--- src/rtl/ram_bank.sv ---
// ram_bank: single-port synchronous RAM with per-byte write enables, 1- or 2-cycle
// read latency and a post-reset clear engine. Optional per-byte parity: `define RAM_PARITY_EN.
module ram_bank #(
    parameter int DATA_WIDTH     = 8,
    parameter int ADDR_WIDTH     = 16,
    parameter int DEPTH          = 256,
    parameter int READ_LATENCY   = 1,
    parameter int CLEAR_ON_RESET = 1
) (
    input  logic                    clk,
    input  logic                    rst_n,
    input  logic [ADDR_WIDTH-1:0]   address,
    input  logic [DATA_WIDTH-1:0]   data_in,
    input  logic [DATA_WIDTH/8-1:0] byte_en,
    input  logic                    write_enable,
    input  logic                    read_enable,
    output logic                    ready,
    output logic [DATA_WIDTH-1:0]   data_out,
    output logic                    read_valid
`ifdef RAM_PARITY_EN
    ,
    output logic                    parity_err
`endif
);

    localparam int NB    = DATA_WIDTH / 8;
    localparam int IDX_W = (DEPTH > 1) ? $clog2(DEPTH) : 1;
    localparam logic [IDX_W-1:0]    LAST_IDX = IDX_W'(DEPTH - 1);
    localparam logic [ADDR_WIDTH:0] DEPTH_X  = (ADDR_WIDTH + 1)'(DEPTH);

    typedef enum logic {
        ST_CLEAR = 1'b0,
        ST_IDLE  = 1'b1
    } state_t;

    state_t           state_q, state_d;
    logic [IDX_W-1:0] clr_cnt_q, clr_cnt_d;
    logic             clearing;
    logic             in_range;
    logic [IDX_W-1:0] idx;
    logic [IDX_W-1:0] wr_idx;
    logic             acc_wr;
    logic             acc_rd;
    logic             rd_v1_q;
    logic [DATA_WIDTH-1:0] rd_s1;
`ifdef RAM_PARITY_EN
    logic [NB-1:0]    par_mm;
`endif

    always_ff @(posedge clk or negedge rst_n) begin
        if (!rst_n) begin
            state_q   <= ST_CLEAR;
            clr_cnt_q <= '0;
        end else begin
            state_q   <= state_d;
            clr_cnt_q <= clr_cnt_d;
        end
    end

    always_comb begin
        state_d   = state_q;
        clr_cnt_d = clr_cnt_q;
        case (state_q)
            ST_CLEAR: begin
                if (CLEAR_ON_RESET != 0) begin
                    clr_cnt_d = clr_cnt_q + 1'b1;
                    if (clr_cnt_q == LAST_IDX) begin
                        state_d   = ST_IDLE;
                        clr_cnt_d = '0;
                    end
                end else begin
                    state_d = ST_IDLE;
                end
            end
            default: ;
        endcase
    end

    always_comb begin
        ready    = 1'b0;
        clearing = 1'b0;
        case (state_q)
            ST_CLEAR: clearing = (CLEAR_ON_RESET != 0);
            ST_IDLE:  ready    = 1'b1;
            default:  ;
        endcase
    end

    assign in_range = ({1'b0, address} < DEPTH_X);
    assign idx      = address[IDX_W-1:0];
    assign acc_wr   = ready & write_enable & in_range;
    assign acc_rd   = ready & read_enable;
    assign wr_idx   = clearing ? clr_cnt_q : idx;

    // Each byte lane is its own array so per-byte enables map onto plain memories;
    // the read register samples before the write lands, giving read-first behaviour.
    for (genvar gi = 0; gi < NB; gi++) begin : g_lane
        logic [7:0] mem_q [DEPTH];
        logic [7:0] rd_q;
        logic       lane_we;
        logic [7:0] lane_wd;

        assign lane_we = clearing | (acc_wr & byte_en[gi]);
        assign lane_wd = clearing ? 8'h00 : data_in[8*gi +: 8];

        always_ff @(posedge clk) begin
            if (lane_we) begin
                mem_q[wr_idx] <= lane_wd;
            end
        end

        always_ff @(posedge clk or negedge rst_n) begin
            if (!rst_n) begin
                rd_q <= '0;
            end else if (acc_rd) begin
                rd_q <= in_range ? mem_q[idx] : 8'h00;
            end
        end

        assign rd_s1[8*gi +: 8] = rd_q;

`ifdef RAM_PARITY_EN
        logic par_mem_q [DEPTH];
        logic par_rd_q;

        always_ff @(posedge clk) begin
            if (lane_we) begin
                par_mem_q[wr_idx] <= ^lane_wd;
            end
        end

        always_ff @(posedge clk or negedge rst_n) begin
            if (!rst_n) begin
                par_rd_q <= 1'b0;
            end else if (acc_rd) begin
                par_rd_q <= in_range ? par_mem_q[idx] : 1'b0;
            end
        end

        assign par_mm[gi] = (^rd_q) != par_rd_q;
`endif
    end

    always_ff @(posedge clk or negedge rst_n) begin
        if (!rst_n) begin
            rd_v1_q <= 1'b0;
        end else begin
            rd_v1_q <= acc_rd;
        end
    end

    if (READ_LATENCY == 2) begin : g_lat2
        logic [DATA_WIDTH-1:0] dout_q;
        logic                  vld_q;

        always_ff @(posedge clk or negedge rst_n) begin
            if (!rst_n) begin
                dout_q <= '0;
                vld_q  <= 1'b0;
            end else begin
                vld_q <= rd_v1_q;
                if (rd_v1_q) begin
                    dout_q <= rd_s1;
                end
            end
        end

        assign data_out   = dout_q;
        assign read_valid = vld_q;

`ifdef RAM_PARITY_EN
        logic perr_q;

        always_ff @(posedge clk or negedge rst_n) begin
            if (!rst_n) begin
                perr_q <= 1'b0;
            end else begin
                perr_q <= rd_v1_q & (|par_mm);
            end
        end

        assign parity_err = perr_q;
`endif
    end else begin : g_lat1
        assign data_out   = rd_s1;
        assign read_valid = rd_v1_q;
`ifdef RAM_PARITY_EN
        assign parity_err = rd_v1_q & (|par_mm);
`endif
    end

endmodule
--- config.mk ---
export PLATFORM = sky130hd
export DESIGN_NAME = ram_bank
export DESIGN_NICKNAME = d
export VERILOG_FILES = /design/src/rtl/ram_bank.sv
export SDC_FILE = /design/constraint.sdc
export NUM_CORES = 2
export LEC_CHECK = 0
export BUFFER_PORTS_ARGS = -buffer_cell sky130_fd_sc_hd__buf_2
export CORE_MARGIN = 5
export CORE_UTILIZATION = 55
export DETAILED_ROUTE_END_ITERATION = 8
export PLACE_DENSITY = 0.73
export SYNTH_ARGS = -nofsm -noshare
export SYNTH_HDL_FRONTEND = slang
export SYNTH_SLANG_ARGS = --single-unit
--- constraint.sdc ---
create_clock -name clk -period 5.4 [get_ports clk]
set_input_delay 1.08 -clock clk [delete_from_list [all_inputs] [get_ports clk]]
set_output_delay 1.08 -clock clk [all_outputs]
set_load 0.02 [all_outputs]
==> metrics.txt <==
# TYPE chip_impl_metric gauge
chip_impl_metric{name="die_area",unit="mm²"} 0.155
chip_impl_metric{name="critPathRequiredTime",unit="ps"} 6110
chip_impl_metric{name="async_reset_ff_share",unit="%"} 0.871
chip_impl_metric{name="final_min_period",unit="ps"} 3920
chip_impl_metric{name="slew_viol_final",unit=""} 0
chip_impl_metric{name="vias_in_the_first_global_route",unit=""} 40900
chip_impl_metric{name="number_of_design_rule_violations_left_by_the_first_detailed_router_iteration",unit=""} 5688
chip_impl_metric{name="vias_per_cell",unit=""} 6.55
chip_impl_metric{name="syn2layout_area_growth",unit="%"} 11.5
chip_impl_info{name="ys.flop_type",value="sky130_fd_sc_hd__edfxtp_1"} 1
chip_impl_metric{name="final_min_period_over_clock_period",unit="%"} 72.5
chip_impl_metric{name="ff2ff_path_depth",unit=""} 7
chip_impl_metric{name="floorplan.initialDensity",unit="%"} 55.4
chip_impl_info{name="synth_largest_area_cell",value="sky130_fd_sc_hd__edfxtp_1"} 1
chip_impl_metric{name="timing.final.setup_violations",unit=""} 0
chip_impl_metric{name="fin_setup_tns",unit="ps"} 0
chip_impl_metric{name="worst_slew_pin_slew",unit="ps"} 1180
chip_impl_info{name="crit-reg2reg-launch",value="state_q$_DFF_PN0_"} 1
chip_impl_metric{name="fin_hold_ws",unit="ps"} 264
chip_impl_metric{name="num-nets-final",unit=""} 4169
chip_impl_metric{name="clk_path_buf_depth",unit=""} 3
chip_impl_metric{name="synth_cell_types",unit=""} 74
chip_impl_metric{name="portBuffers",unit=""} 38
chip_impl_metric{name="vias",unit=""} 40700
chip_impl_metric{name="detail_route.first_pass.iterations",unit=""} 6
chip_impl_metric{name="vdd_ir_drop_max",unit="V"} 0.000286
chip_impl_metric{name="post-synth-top-area-fraction",unit="%"} 76.1
chip_impl_metric{name="yosysWarningCount",unit=""} 0
chip_impl_metric{name="routedWlPerCell",unit="µm"} 31.2
chip_impl_info{name="unrepaired_setup_endpoints_after_global_routing",value="false"} 1
chip_impl_metric{name="grt_start_max_net_pins",unit=""} 165
chip_impl_metric{name="timing.max_cap.violations",unit=""} 0
chip_impl_metric{name="total_drc_errors_in_the_routed_layout",unit=""} 0
chip_impl_info{name="worst_hold_path_type",value="in2async"} 1
chip_impl_metric{name="worst_ep_arrival_time",unit="ps"} 4630
chip_impl_metric{name="h-tree-depth",unit=""} 4
chip_impl_metric{name="power-per-cell-area",unit="mW/mm²"} 346
chip_impl_metric{name="number_of_antenna_violations_at_the_first_check_in_global_routing",unit=""} 4
chip_impl_metric{name="syn-mean-instance-area",unit="µm²"} 20.7
chip_impl_metric{name="cts-buffers-inserted",unit=""} 196
chip_impl_metric{name="insertion_delay",unit="ps"} 840
chip_impl_metric{name="clock-sinks",unit=""} 2066
chip_impl_metric{name="ys_seq_elements",unit=""} 2066
chip_impl_metric{name="fp.dieW",unit="µm"} 393
chip_impl_metric{name="syn-cell-area",unit="mm²"} 0.0808
chip_impl_metric{name="post_cts_hold_fix_bufs",unit=""} 0
chip_impl_metric{name="drt_wl_total",unit="µm"} 194000
chip_impl_metric{name="maxSlewHeadroom",unit="%"} 21.3
chip_impl_metric{name="gr-total-overflow",unit=""} 0
chip_impl_metric{name="synthesis.instances",unit=""} 3906
chip_impl_metric{name="gpl.final_weighted_congestion",unit=""} 0.896
chip_impl_info{name="tritoncts",value="built"} 1
chip_impl_info{name="worstSetupPathType",value="reg2reg"} 1
chip_impl_metric{name="num_io_pins",unit=""} 39
chip_impl_metric{name="maxClockFrequency",unit="MHz"} 255
chip_impl_info{name="ctsRootBufferMaster",value="sky130_fd_sc_hd__clkbuf_16"} 1
chip_impl_metric{name="post_cts_resize_count",unit=""} 0
chip_impl_metric{name="detailed_place.area",unit="mm²"} 0.0841
chip_impl_info{name="synthTopCellsByArea",value="sky130_fd_sc_hd__edfxtp_1 (76%), sky130_fd_sc_hd__mux4_2 (12%), sky130_fd_sc_hd__mux2i_1 (2.5%)"} 1
chip_impl_metric{name="post-place-cells",unit=""} 5858
chip_impl_metric{name="row_count",unit=""} 140
chip_impl_metric{name="post_detailed_placement_half_perimeter_wirelength",unit="µm"} 119000
chip_impl_info{name="crit_path_end_kind",value="flip-flop"} 1
chip_impl_metric{name="drtAntennaViolNets",unit=""} 0
chip_impl_metric{name="hold_violation_count_in_the_final_report",unit=""} 0
chip_impl_metric{name="wire_length_of_the_first_global_routing_pass",unit="µm"} 283000
chip_impl_metric{name="cellLeakagePower",unit="nW"} 23.5
chip_impl_metric{name="ys_seq_area_share",unit="%"} 76.6
chip_impl_metric{name="die_height",unit="µm"} 393
chip_impl_metric{name="buffers_inserted_during_post_cts_setup_optimization",unit=""} 0
chip_impl_metric{name="synth_enable_flop_cells",unit=""} 2048
chip_impl_info{name="startpoint_type",value="flip-flop"} 1
chip_impl_metric{name="clk_pin_slew_worst_paths",unit="ps"} 60
chip_impl_metric{name="worst_clock_skew",unit="ps"} 65.5
chip_impl_metric{name="cp_max_fo",unit=""} 30
chip_impl_info{name="outcome",value="finished clean"} 1
chip_impl_info{name="r2r_end",value="data_out[1]$_DFFE_PN0P_"} 1
chip_impl_metric{name="synth.net_count",unit=""} 3936
chip_impl_metric{name="gr-usage-all-layers",unit="%"} 25.0
chip_impl_metric{name="core_area",unit="mm²"} 0.146
chip_impl_metric{name="timing.reg2reg.setup_slack",unit="ps"} 1480
chip_impl_metric{name="post-route-cell-area",unit="mm²"} 0.0901
chip_impl_info{name="post-synth-top-count-cell",value="sky130_fd_sc_hd__edfxtp_1"} 1
chip_impl_info{name="post_synth_most_frequent_cells",value="sky130_fd_sc_hd__edfxtp_1 (2048), sky130_fd_sc_hd__mux4_2 (446), sky130_fd_sc_hd__nor2_1 (288), sky130_fd_sc_hd__mux2i_1 (204), sky130_fd_sc_hd__nand2_1 (99)"} 1
chip_impl_metric{name="post_route_cells_drive_above_1_share",unit="%"} 23.2
chip_impl_metric{name="final_cells",unit=""} 6215
==> logic make-up after synthesis <==
kind of cell    Yosys count  synth area share, %
fa+ha+maj                 1               0.0155
xor+xnor                  4               0.0434
flops                  2066                 76.6
mux                     655                 15.0
buf+inv                 239                 1.84
compound gates          395                 3.45
simple gates            546                 2.99
==> flip-flops by register name (all words and copies together) (netlist names) <==
register	flops
data_out	8
state_q	1
clr_cnt_q	8
g_lane.mem_q	2048
read_valid	1
==> metrics by stage <==
stage,setup WS [ps],utilization (%),power [mW]
2_1_floorplan,1740,-,18.3
3_3_place_gp,988,57.6,18.5
3_5_place_dp,1040,57.6,18.5
4_1_cts,1610,61.8,31.3
5_1_grt,1520,61.8,32.0
6_report,1480,61.8,31.2
==> how the worst max path moves through the flow <==
stage,slack (ps),end,start
floorplan,1740,g_lane[0].mem_q[0][0]$_DFFE_PP_,state_q$_DFF_PN0_
global placement,990,data_out[6]$_DFFE_PN0P_,address[0]
detailed placement,1040,data_out[6]$_DFFE_PN0P_,address[0]
CTS,1610,data_out[1]$_DFFE_PN0P_,state_q$_DFF_PN0_
global route,1520,data_out[1]$_DFFE_PN0P_,state_q$_DFF_PN0_
finish,1480,data_out[1]$_DFFE_PN0P_,state_q$_DFF_PN0_
==> critical path, stage by stage (launching register included) <==
cell and delay, ps:
sky130_fd_sc_hd__dfrtp_1 730, sky130_fd_sc_hd__buf_4 450, sky130_fd_sc_hd__nand2_1 140, sky130_fd_sc_hd__inv_1 110
sky130_fd_sc_hd__nand3_1 710, sky130_fd_sc_hd__a311oi_1 1060, sky130_fd_sc_hd__a21oi_1 210, sky130_fd_sc_hd__a221oi_1 350
==> layout make-up <==
type | instances | area, µm²
Sequential cell | 2066 | 61900
Fill cell | 9789 | 55800
Multi-Input combinational cell | 1601 | 17400
Clock buffer | 257 | 5220
Tap cell | 1917 | 2400
Timing Repair Buffer | 268 | 2290
Clock inverter | 99 | 808
Inverter | 6 | 22.5
Antenna cell | 1 | 2.50
==> per-layer routing <==
layer,GRT usage (%),share of wire (%),vias up
li1,-,-,16700
met1,35.1,38,21200
met2,38.7,47,2391
met3,5.49,10,436
met4,10.2,4.4,4
met5,0,0.013,-
==> power by group <==
| group | internal [mW] | switching [mW] | total (mW) |
|---|---|---|---|
| sequential | 17.3 | 0 | 17.3 |
| clock | 7.20 | 5.81 | 13.0 |
| combinational | 0.295 | 0.525 | 0.821 |
==> placed cells by master (no fill, tap or decap), types with 29 or more instances in the layout <==
master,count
sky130_fd_sc_hd__edfxtp_1,2048
sky130_fd_sc_hd__mux4_2,446
sky130_fd_sc_hd__nor2_1,287
sky130_fd_sc_hd__mux2i_1,204
sky130_fd_sc_hd__buf_4,204
sky130_fd_sc_hd__clkbuf_16,200
sky130_fd_sc_hd__nand2_1,98
sky130_fd_sc_hd__a21oi_1,73
sky130_fd_sc_hd__o221ai_1,63
sky130_fd_sc_hd__clkbuf_1,57
sky130_fd_sc_hd__o22ai_1,55
sky130_fd_sc_hd__a22oi_1,54
sky130_fd_sc_hd__clkinv_1,46
sky130_fd_sc_hd__nand3_1,42
sky130_fd_sc_hd__buf_2,34
sky130_fd_sc_hd__o21ai_0,29
sky130_fd_sc_hd__clkinv_2,29
Note: power is estimated with default switching activity, not from simulation.
